### src/rtl/muldiv_pkg.sv
// rtl/muldiv_pkg.sv - shared encodings and defaults for the mul/div unit
// Contents: op encodings (OP_*), FSM state encoding (ST_*), default WIDTH/CNT_W.
package muldiv_pkg;

  localparam int DEFAULT_WIDTH = 32;
  localparam int DEFAULT_CNT_W = 6;

  typedef enum logic [1:0] {
    OP_MULT  = 2'b00,
    OP_MULTU = 2'b01,
    OP_DIV   = 2'b10,
    OP_DIVU  = 2'b11
  } op_e;

  typedef enum logic [1:0] {
    ST_IDLE = 2'b00,
    ST_CALC = 2'b01,
    ST_FIX  = 2'b10,
    ST_DONE = 2'b11
  } state_e;

endpackage

### src/rtl/muldiv_datapath.sv
// rtl/muldiv_datapath.sv - shift/add-subtract datapath and HI/LO registers
// Ports:
//   i_clk, i_reset (async, active-low)
//   i_load      : capture operand magnitudes (i_op, i_rs_val, i_rt_val)
//   i_load_dz   : divide-by-zero result straight into HI/LO
//   i_calc      : one multiply or divide iteration (i_is_div selects)
//   i_fix       : sign-correct and write HI/LO (i_neg_res, i_neg_rem)
//   i_cnt       : iterations still outstanding
//   o_calc_last : this CALC iteration is the last one
//   o_hi, o_lo  : architectural HI/LO
// Macro MULDIV_EARLY_TERM_EN: multiply ends once the remaining multiplier
// bits are zero; the skipped right shifts are applied in FIX.
module muldiv_datapath #(
  parameter int WIDTH = 32,
  parameter int CNT_W = 6
) (
  input  logic             i_clk,
  input  logic             i_reset,
  input  logic             i_load,
  input  logic             i_load_dz,
  input  logic [1:0]       i_op,
  input  logic [WIDTH-1:0] i_rs_val,
  input  logic [WIDTH-1:0] i_rt_val,
  input  logic             i_calc,
  input  logic             i_is_div,
  input  logic             i_fix,
  input  logic             i_neg_res,
  input  logic             i_neg_rem,
  input  logic [CNT_W-1:0] i_cnt,
  output logic             o_calc_last,
  output logic [WIDTH-1:0] o_hi,
  output logic [WIDTH-1:0] o_lo
);

  // Multiply: upper half accumulates, lower half holds the multiplier.
  // Divide: upper half is the remainder, lower half dividend -> quotient.
  logic [2*WIDTH-1:0] r_prod;
  logic [WIDTH-1:0]   r_opnd;   // multiplicand or divisor magnitude
  logic [WIDTH-1:0]   r_hi;
  logic [WIDTH-1:0]   r_lo;

  logic               w_signed;
  logic [WIDTH-1:0]   w_rs_mag;
  logic [WIDTH-1:0]   w_rt_mag;
  logic [WIDTH:0]     w_a;
  logic [WIDTH:0]     w_b;
  logic [WIDTH+1:0]   w_sum;
  logic [2*WIDTH-1:0] w_prod_step;
  logic [2*WIDTH-1:0] w_prod_fix;
  logic [2*WIDTH-1:0] w_mul_res;
  logic [WIDTH-1:0]   w_quo;
  logic [WIDTH-1:0]   w_rem;

  assign w_signed = ~i_op[0];
  assign w_rs_mag = (w_signed && i_rs_val[WIDTH-1]) ? -i_rs_val : i_rs_val;
  assign w_rt_mag = (w_signed && i_rt_val[WIDTH-1]) ? -i_rt_val : i_rt_val;

  // Shared WIDTH+1 adder; for divide it subtracts and the carry-out means
  // "shifted remainder >= divisor".
  assign w_a   = i_is_div ? r_prod[2*WIDTH-1:WIDTH-1] : {1'b0, r_prod[2*WIDTH-1:WIDTH]};
  assign w_b   = i_is_div ? ~{1'b0, r_opnd} : {1'b0, r_opnd};
  assign w_sum = {1'b0, w_a} + {1'b0, w_b} + {{(WIDTH+1){1'b0}}, i_is_div};

  always_comb begin
    w_prod_step = r_prod;
    if (i_is_div) begin
      if (w_sum[WIDTH+1])
        w_prod_step = {w_sum[WIDTH-1:0], r_prod[WIDTH-2:0], 1'b1};
      else
        w_prod_step = {r_prod[2*WIDTH-2:0], 1'b0};
    end else begin
      if (r_prod[0])
        w_prod_step = {w_sum[WIDTH:0], r_prod[WIDTH-1:1]};
      else
        w_prod_step = {1'b0, r_prod[2*WIDTH-1:1]};
    end
  end

`ifdef MULDIV_EARLY_TERM_EN
  logic [WIDTH-1:0] w_mul_bits;
  // Multiplier bits not yet consumed sit below position i_cnt.
  assign w_mul_bits  = r_prod[WIDTH-1:0] & ~({WIDTH{1'b1}} << i_cnt);
  assign o_calc_last = (i_cnt == CNT_W'(1)) | (~i_is_div & ((w_mul_bits >> 1) == '0));
  assign w_prod_fix  = r_prod >> i_cnt;
`else
  assign o_calc_last = (i_cnt == CNT_W'(1));
  assign w_prod_fix  = r_prod;
`endif

  assign w_mul_res = i_neg_res ? -w_prod_fix : w_prod_fix;
  assign w_quo     = i_neg_res ? -r_prod[WIDTH-1:0] : r_prod[WIDTH-1:0];
  assign w_rem     = i_neg_rem ? -r_prod[2*WIDTH-1:WIDTH] : r_prod[2*WIDTH-1:WIDTH];

  always_ff @(posedge i_clk or negedge i_reset) begin
    if (!i_reset) begin
      r_prod <= '0;
      r_opnd <= '0;
      r_hi   <= '0;
      r_lo   <= '0;
    end else begin
      if (i_load) begin
        if (i_op[1]) begin
          r_prod <= {{WIDTH{1'b0}}, w_rs_mag};
          r_opnd <= w_rt_mag;
        end else begin
          r_prod <= {{WIDTH{1'b0}}, w_rt_mag};
          r_opnd <= w_rs_mag;
        end
      end else if (i_calc) begin
        r_prod <= w_prod_step;
      end

      if (i_load_dz) begin
        r_hi <= i_rs_val;
        r_lo <= '1;
      end else if (i_fix) begin
        if (i_is_div) begin
          r_hi <= w_rem;
          r_lo <= w_quo;
        end else begin
          r_hi <= w_mul_res[2*WIDTH-1:WIDTH];
          r_lo <= w_mul_res[WIDTH-1:0];
        end
      end
    end
  end

  assign o_hi = r_hi;
  assign o_lo = r_lo;

endmodule

### src/rtl/muldiv_sequencer.sv
// rtl/muldiv_sequencer.sv - mul/div control FSM beside EX, owns HI/LO
// Ports:
//   i_clk, i_reset (async, active-low)
//   i_start, i_op, i_rs_val, i_rt_val : op issue from EX
//   i_mf_req : MFHI/MFLO in ID/EX;  i_flush : squash in-flight op
//   o_stall, o_busy, o_done, o_div_by_zero, o_hi, o_lo
// Macro MULDIV_EARLY_TERM_EN: variable-latency multiply (see datapath).
module muldiv_sequencer
  import muldiv_pkg::*;
#(
  parameter int WIDTH = DEFAULT_WIDTH,
  parameter int CNT_W = DEFAULT_CNT_W
) (
  input  logic             i_clk,
  input  logic             i_reset,
  input  logic             i_start,
  input  logic [1:0]       i_op,
  input  logic [WIDTH-1:0] i_rs_val,
  input  logic [WIDTH-1:0] i_rt_val,
  input  logic             i_mf_req,
  input  logic             i_flush,
  output logic             o_stall,
  output logic             o_busy,
  output logic             o_done,
  output logic             o_div_by_zero,
  output logic [WIDTH-1:0] o_hi,
  output logic [WIDTH-1:0] o_lo
);

  state_e           r_state;
  state_e           w_next;
  logic [CNT_W-1:0] r_cnt;
  logic             r_is_div;
  logic             r_neg_res;
  logic             r_neg_rem;
  logic             r_dz;

  logic             w_is_div;
  logic             w_signed;
  logic             w_dz;
  logic             w_accept;
  logic             w_load;
  logic             w_load_dz;
  logic             w_calc;
  logic             w_fix;
  logic             w_calc_last;

  assign w_is_div = (i_op == OP_DIV) || (i_op == OP_DIVU);
  assign w_signed = (i_op == OP_MULT) || (i_op == OP_DIV);
  assign w_dz     = w_is_div && (i_rt_val == '0);

  always_comb begin
    w_next        = r_state;
    w_accept      = 1'b0;
    w_load        = 1'b0;
    w_load_dz     = 1'b0;
    w_calc        = 1'b0;
    w_fix         = 1'b0;
    o_busy        = (r_state != ST_IDLE);
    o_done        = 1'b0;
    o_div_by_zero = 1'b0;
    o_stall       = (i_start | i_mf_req) & (r_state != ST_IDLE) & (r_state != ST_DONE);
    case (r_state)
      ST_IDLE, ST_DONE: begin
        // DONE also accepts, so an op held by stall is taken without a bubble.
        if (r_state == ST_DONE) begin
          o_done        = 1'b1;
          o_div_by_zero = r_dz;
        end
        w_accept  = i_start & ~i_flush;
        w_load    = w_accept & ~w_dz;
        w_load_dz = w_accept & w_dz;
        if (w_accept)
          w_next = w_dz ? ST_DONE : ST_CALC;
        else
          w_next = ST_IDLE;
      end
      ST_CALC: begin
        w_calc = 1'b1;
        if (i_flush)
          w_next = ST_IDLE;
        else if (w_calc_last)
          w_next = ST_FIX;
      end
      ST_FIX: begin
        w_fix  = ~i_flush;
        w_next = i_flush ? ST_IDLE : ST_DONE;
      end
      default: w_next = ST_IDLE;
    endcase
  end

  always_ff @(posedge i_clk or negedge i_reset) begin
    if (!i_reset) begin
      r_state   <= ST_IDLE;
      r_cnt     <= '0;
      r_is_div  <= 1'b0;
      r_neg_res <= 1'b0;
      r_neg_rem <= 1'b0;
      r_dz      <= 1'b0;
    end else begin
      r_state <= w_next;
      if (w_accept) begin
        r_cnt     <= CNT_W'(WIDTH);
        r_is_div  <= w_is_div;
        r_dz      <= w_dz;
        r_neg_res <= w_signed & (i_rs_val[WIDTH-1] ^ i_rt_val[WIDTH-1]);
        r_neg_rem <= w_signed & i_rs_val[WIDTH-1];
      end else if (w_calc) begin
        r_cnt <= r_cnt - CNT_W'(1);
      end
    end
  end

  muldiv_datapath #(
    .WIDTH (WIDTH),
    .CNT_W (CNT_W)
  ) u_datapath (
    .i_clk       (i_clk),
    .i_reset     (i_reset),
    .i_load      (w_load),
    .i_load_dz   (w_load_dz),
    .i_op        (i_op),
    .i_rs_val    (i_rs_val),
    .i_rt_val    (i_rt_val),
    .i_calc      (w_calc),
    .i_is_div    (r_is_div),
    .i_fix       (w_fix),
    .i_neg_res   (r_neg_res),
    .i_neg_rem   (r_neg_rem),
    .i_cnt       (r_cnt),
    .o_calc_last (w_calc_last),
    .o_hi        (o_hi),
    .o_lo        (o_lo)
  );

endmodule

### config.mk
export PLATFORM = sky130hd
export DESIGN_NAME = muldiv_sequencer
export DESIGN_NICKNAME = d
export VERILOG_FILES = /design/src/rtl/muldiv_pkg.sv /design/src/rtl/muldiv_datapath.sv /design/src/rtl/muldiv_sequencer.sv
export SDC_FILE = /design/constraint.sdc
export NUM_CORES = 1
export LEC_CHECK = 0
export CORE_UTILIZATION = 60
export CTS_BUF_LIST = sky130_fd_sc_hd__clkbuf_8
export DETAILED_ROUTE_END_ITERATION = 8
export PLACE_DENSITY = 0.83
export SLEW_MARGIN = 20
export SYNTH_ARGS = -nofsm -noshare
export SYNTH_HDL_FRONTEND = slang
export SYNTH_SLANG_ARGS = --single-unit
export TNS_END_PERCENT = 20
### constraint.sdc
create_clock -name i_clk -period 5.8 [get_ports i_clk]
set_input_delay 1.45 -clock i_clk [delete_from_list [all_inputs] [get_ports i_clk]]
set_output_delay 1.45 -clock i_clk [all_outputs]
set_load 0.01 [all_outputs]
# [Word-level counts from Yosys, hierarchy flattened]
# Index checks and enable logic that the tools add are counted.
[classes] n_bitwise=13 n_mux=37 add_sub_neg=8 n_reduce_logical=13 n_eq_ne=8
[ops] operator="32-bit two-way mux" n=12
[ops] operator="64-bit two-way mux" n=6
[ops] operator="32-bit negation" n=4
[ops] operator="33-bit two-way mux" n=2
[ops] operator="64-bit negation" n=1
[ops] operator="33-bit by 33-bit adder with 34-bit output" n=1
[ops] operator="34-bit by 1-bit adder with 34-bit output" n=1
[ops] operator="32-bit inverter with 33-bit output" n=1
[ops] operator="32-bit logical NOT" n=1
[ops] operator="6-bit two-way mux" n=2
[ops] operator="2-bit two-way mux" n=5
[ops] operator="1-bit two-way mux" n=9
[ops] operator="2-bit equality test, second input constant" n=4
[ops] operator="2-bit nonzero test" n=4
[ops] operator="1-bit bitwise AND" n=7
[ops] operator="6-bit by 1-bit equality test with 1-bit output, second input constant" n=1
[ops] operator="2-bit case mux with 3 select lines" n=1
[ops] operator="6-bit by 1-bit subtractor with 6-bit output, second input constant" n=1
[ops] operator="2-bit logical NOT" n=2
[ops] operator="1-bit logical AND" n=3
[ops] operator="3-bit by 2-bit != test with 1-bit output, second input constant" n=1
[ops] operator="1-bit inverter" n=3
[ops] operator="2-bit by 1-bit equality test with 1-bit output, second input constant" n=1
[ops] operator="1-bit logical OR" n=2
[ops] operator="4 further kinds" n=4
[totals] reg_bits=172 out_inout_bits=68 word_cells=89 in_bits=71

# [Logic depth before layout (Yosys ltp)]
[logic_depth] ltp_word=8 ltp_mapped=17 mapped_depth_nobuf=12

# [Modules after synthesis]
# A second synthesis with hierarchy kept.
[unflattened] cells_unflattened=1780 hier_area_um2=14292.5
[modules_own_cells] mod="muldiv_datapath" instances=1 area_each_um2=13487.9 cells_each=1696 seq_area_each_um2=4003.8
[modules_own_cells] mod="muldiv_sequencer" instances=1 area_each_um2=804.5 cells_each=84 seq_area_each_um2=300.3

# [Least setup slack after synthesis]
# OpenSTA, ideal clock, no wires.
[synth_timing] kind="flip-flop to flip-flop" from="reg r_is_div" to="reg u_datapath.r_prod[47]" path_stages_with_launch=17 required_time_ns=5.678 setup_ns=0.122 t_arrival_ns=4.302 synth_period_minus_slack_ns=4.424 slack_ns=1.376 n_path_buf=6 cell_sequence="dfrtp_1 buf_2 buf_1 clkbuf_1 buf_1 mux2_2 ha_1 clkbuf_1 nand3_1 or3_1 a211oi_2 nor4b_2 or3_1 nand2_2 buf_2 a21oi_1 a32o_1"
[synth_via] elab_chain_cells=7 elab_cells_between_ends=9 cone_classes="add/sub (2); mux (7)"
[synth_lines] item="start, declared" line_no="muldiv_sequencer.sv:33" rtl="logic r_is_div;"
[synth_lines] item="start signal, assigned" line_no="muldiv_sequencer.sv:105" rtl="r_is_div <= w_is_div;"
[synth_lines] item="33-bit two-way mux (on tied branches)" line_no="muldiv_datapath.sv:60, muldiv_datapath.sv:61"
[synth_lines] item="33-bit by 33-bit adder with 34-bit output" line_no="muldiv_datapath.sv:62" rtl="assign w_sum = {1'b0, w_a} + {1'b0, w_b} + {{(WIDTH+1){1'b0}}, i_is_div};"
[synth_lines] item="34-bit by 1-bit adder with 34-bit output" line_no="muldiv_datapath.sv:62"
[synth_lines] item="64-bit two-way mux (on tied branches)" line_no="muldiv_datapath.sv:72, muldiv_datapath.sv:67"
[synth_lines] item="64-bit two-way mux *" line_no="muldiv_datapath.sv:66" rtl="if (i_is_div) begin"
[synth_lines] item="64-bit two-way mux *" line_no="muldiv_datapath.sv:109" rtl="end else if (i_calc) begin"
[synth_lines] item="64-bit two-way mux *" line_no="muldiv_datapath.sv:101" rtl="if (i_load) begin"
[synth_lines] item="end signal, assigned" line_no="muldiv_datapath.sv:103" rtl="r_prod <= {{WIDTH{1'b0}}, w_rs_mag};"
[synth_lines] item="end signal, assigned" line_no="muldiv_datapath.sv:106" rtl="r_prod <= {{WIDTH{1'b0}}, w_rt_mag};"
[synth_lines] item="end signal, assigned" line_no="muldiv_datapath.sv:110" rtl="r_prod <= w_prod_step;"
[synth_lines] item="end, declared" line_no="muldiv_datapath.sv:37" rtl="logic [2*WIDTH-1:0] r_prod;"
# Mark *: on every way between the ends. The rest lies on a longest branch, timed or not. The select of a mux whose other input is x is not followed.
# A chain may end at the register's enable or synchronous reset.

# [Final worst setup path]
[layout_timing] from="reg r_is_div" to="reg u_datapath.r_prod[59]"
# The elaborated chain is that of the path after synthesis.

==> flow_metrics.env <==
export IMPL_boundaryPins=139
export IMPL_gr_total_overflow=0
export IMPL_synthesis_instances=1819
export IMPL_floorplan_core_area_um2=23400
export IMPL_synthDominantAreaCellType="dfrtp_1"
export IMPL_leading_cell_type_in_the_layout_fill_and_taps_excluded="nand2_1"
export IMPL_fin_tns_setup_ns=0
export IMPL_nets=1958
export IMPL_detailed_place_hpwl_um=35200
export IMPL_reg2regPathDepth=12
export IMPL_portBuffers=138
export IMPL_post_cts_setup_buffers=0
export IMPL_resize_count_post_cts=0
export IMPL_outcome="finished, final reports clean"
export IMPL_clk_pin_slew_ns=0.10
export IMPL_synth_warnings=0
export IMPL_floorplan_die_area_um2=24400
export IMPL_final_max_slew_violation_count=0
export IMPL_postRouteAntennaNets=0
export IMPL_antenna_found_initial=2
export IMPL_ys_seq_area_share_pct=30.1
export IMPL_grt_setup_unrepaired="no"
export IMPL_drt_first_pass_iters=8
export IMPL_synth_seq_cells=172
export IMPL_synth_largest_type_area_fraction_pct=30.1
export IMPL_endpoint_kind="flip-flop"
export IMPL_ctsRootBufferMaster="clkbuf_8"
export IMPL_clock_tree_from_tritoncts="built"
export IMPL_initial_utilization_pct=61.1
export IMPL_hold_path_class="reg2reg"
export IMPL_floorplan_die_height_um=156
export IMPL_fin_crit_ns=4.87
export IMPL_route_detailed_vias_per_inst=6.58
export IMPL_worst_path_max_fanout=77
export IMPL_layout_area_overhead_vs_synth_pct=12.5
export IMPL_leakage_nw=6.50
export IMPL_routed_wirelength_um=46600
export IMPL_layout_common_cells="nand2_1 (260), o21ai_0 (183), dfrtp_1 (171)"
export IMPL_power_density_nw_per_um2=621
export IMPL_number_of_enable_flip_flop_cells_after_synthesis=0
export IMPL_req_time_crit_path_ns=6.22
export IMPL_synth_cell_area_um2=14300
export IMPL_post_route_cells_drive_above_1_share_pct=6.68
export IMPL_hold_viol=0
export IMPL_synth_ff_type="dfrtp_1"
export IMPL_weighted_congestion_at_the_end_of_routability_driven_global_placement=1.04
export IMPL_htree_num_levels=4
export IMPL_grt_pass1_wl_um=72200
export IMPL_timing_hold_ws_ns=0.508
export IMPL_cap_violations=0
export IMPL_synth_async_reset_ratio_pct=100
export IMPL_timing_setup_critical_path_class="reg2reg"
export IMPL_max_slew_margin_rel_pct=28.1
export IMPL_cts_buffer_depth=2
export IMPL_worst_slew_pin_slew_ns=1.08
export IMPL_dp_worst_setup_slack_ns=0.892
export IMPL_final_min_period_over_clock_period_pct=84.0
export IMPL_cts_num_sinks=172
export IMPL_layout_setup_ws_ns=0.930
export IMPL_grt_pass1_vias=12922
export IMPL_detail_route_drc_violations=0
export IMPL_holdBufCountCts=0
export IMPL_grt_start_max_net_pins=126
export IMPL_start_kind="flip-flop"
export IMPL_grt_use_total_pct=38.5
export IMPL_dr_first_iter_drc_count=1816
export IMPL_via_count=14308
export IMPL_netlist_top_cells_area="dfrtp_1 (30%), nand2_1 (6.8%), xor2_1 (6.6%)"
export IMPL_timing_final_setup_violations=0
export IMPL_skew_ns=0.0178
export IMPL_ir_worst_vdd_uv=265
export IMPL_yosys_cell_types_count=78
export IMPL_synth_fp_nets=1933
export IMPL_number_of_buffers_created_by_cts=17
export IMPL_die_x_um=156
export IMPL_routed_wire_length_per_instance_um=21.4
export IMPL_average_size_of_a_mapped_cell_um2=7.86
export IMPL_timing_critical_path_arrival_ns=5.29
export IMPL_worst_hold_path_num_cells=2
export IMPL_clock_insertion_delay_worst_skew_ns=0.49
export IMPL_row_count=56
export IMPL_fmax_mhz=205
export IMPL_post_layout_total_power_w=0.00999
[power by group]
group	internal [W]	switching [W]	total, W
clock	0.000321	0.000525	0.000845
sequential	0.00172	0.000817	0.00254
combinational	0.00268	0.00393	0.00660
total	0.00472	0.00527	0.00999
[synth_stat cells (all sizes together) (5+ instances only)]
library cell / number
nor2: 127
o22ai: 13
nor4: 25
buf: 39
a21o: 11
inv: 34
a31oi: 21
o41ai: 18
and2: 6
mux2i: 53
a211oi: 20
o221ai: 10
and3: 5
nand3: 23
or4: 15
nand2: 262
clkbuf: 116
dfrtp: 172
o31a: 5
a21oi: 135
o31ai: 26
xnor2: 76
nor3: 28
o211ai: 70
or2: 8
or3: 15
o21a: 8
nand2b: 11
ha: 42
mux2: 30
nor2b: 16
nand4: 8
a22o: 5
o21ai: 209
xor2: 108
[logic make-up (layout without fill, tap and decap cells)]
group	count (synthesis)	count (layout)	synth area share, %
and+or+nand+nor	565	565	18.4
buffers and inverters	190	227	5.18
xor gates and xnor gates	184	184	11.3
DFF	172	172	30.1
other	0	1	0
AOI/OAI and AO/OA	582	582	25.1
adders and majority gates	43	43	3.82
muxes	83	83	6.08
[state kept, by name, summed over array words and instances, names as in the netlist]
register / count
u_datapath.r_prod: 64
u_datapath.o_hi: 32
u_datapath.o_lo: 32
u_datapath.r_opnd: 32
r_cnt: 6
r_state: 2
r_dz: 1
r_is_div: 1
r_neg_rem: 1
r_neg_res: 1
[metal layers]
metal	GRT usage [%]	share of wire (%)
met5	0	0
met4	17.2	4.6
met3	9.17	12
met2	55.1	42
met1	54.9	42
[worst paths after layout]
kind	end	slack, ns	startpoint
hold reg to reg	r_dz$_DFFE_PN0P_	0.51	r_dz$_DFFE_PN0P_
min in group asynchronous	r_state[0]$_DFFE_PN0P_	1.02	i_reset
hold / removal	r_dz$_DFFE_PN0P_	0.51	r_dz$_DFFE_PN0P_
max in group asynchronous	u_datapath.r_opnd[18]$_DFFE_PN0P_	3.83	i_reset
setup / recovery	u_datapath.r_prod[59]$_DFFE_PN0P_	0.93	r_is_div$_DFFE_PN0P_
setup reg to reg	u_datapath.r_prod[59]$_DFFE_PN0P_	0.93	r_is_div$_DFFE_PN0P_
[worst max-delay path, cell delays in order (launching register included)]
cell	delay, ns
dfrtp_4	1.10
buf_4	0.50
xor2_1	0.19
ha_1	0.41
nand3_1	0.16
a211oi_1	0.40
o21a_1	0.25
nor2_1	0.10
o31ai_1	0.70
xor2_1	0.25
a211oi_1	0.14
a2111oi_0	0.46
a21o_1	0.13
[through the flow]
step | instance area (µm²) | utilization [%] | cells
global placement | 15700 | 67.0 | 2144
global route | 16100 | 68.7 | 2176
floorplan | 14300 | - | 1819
finish | 16100 | 68.7 | 2176
CTS | 16100 | 68.7 | 2175
detailed placement | 15700 | 67.0 | 2144
[layout make-up]
type                    count  area, µm²
well taps                 319        399
diodes                      1       2.50
fillers                  1935       7330
inverters                  35        131
flip-flops and latches    172       4310
clock buffers              17        234
repair buffers            161       1580
clock inverters            14        153
multi-input cells        1457       9270
Note: power is estimated with default switching activity, not from simulation.
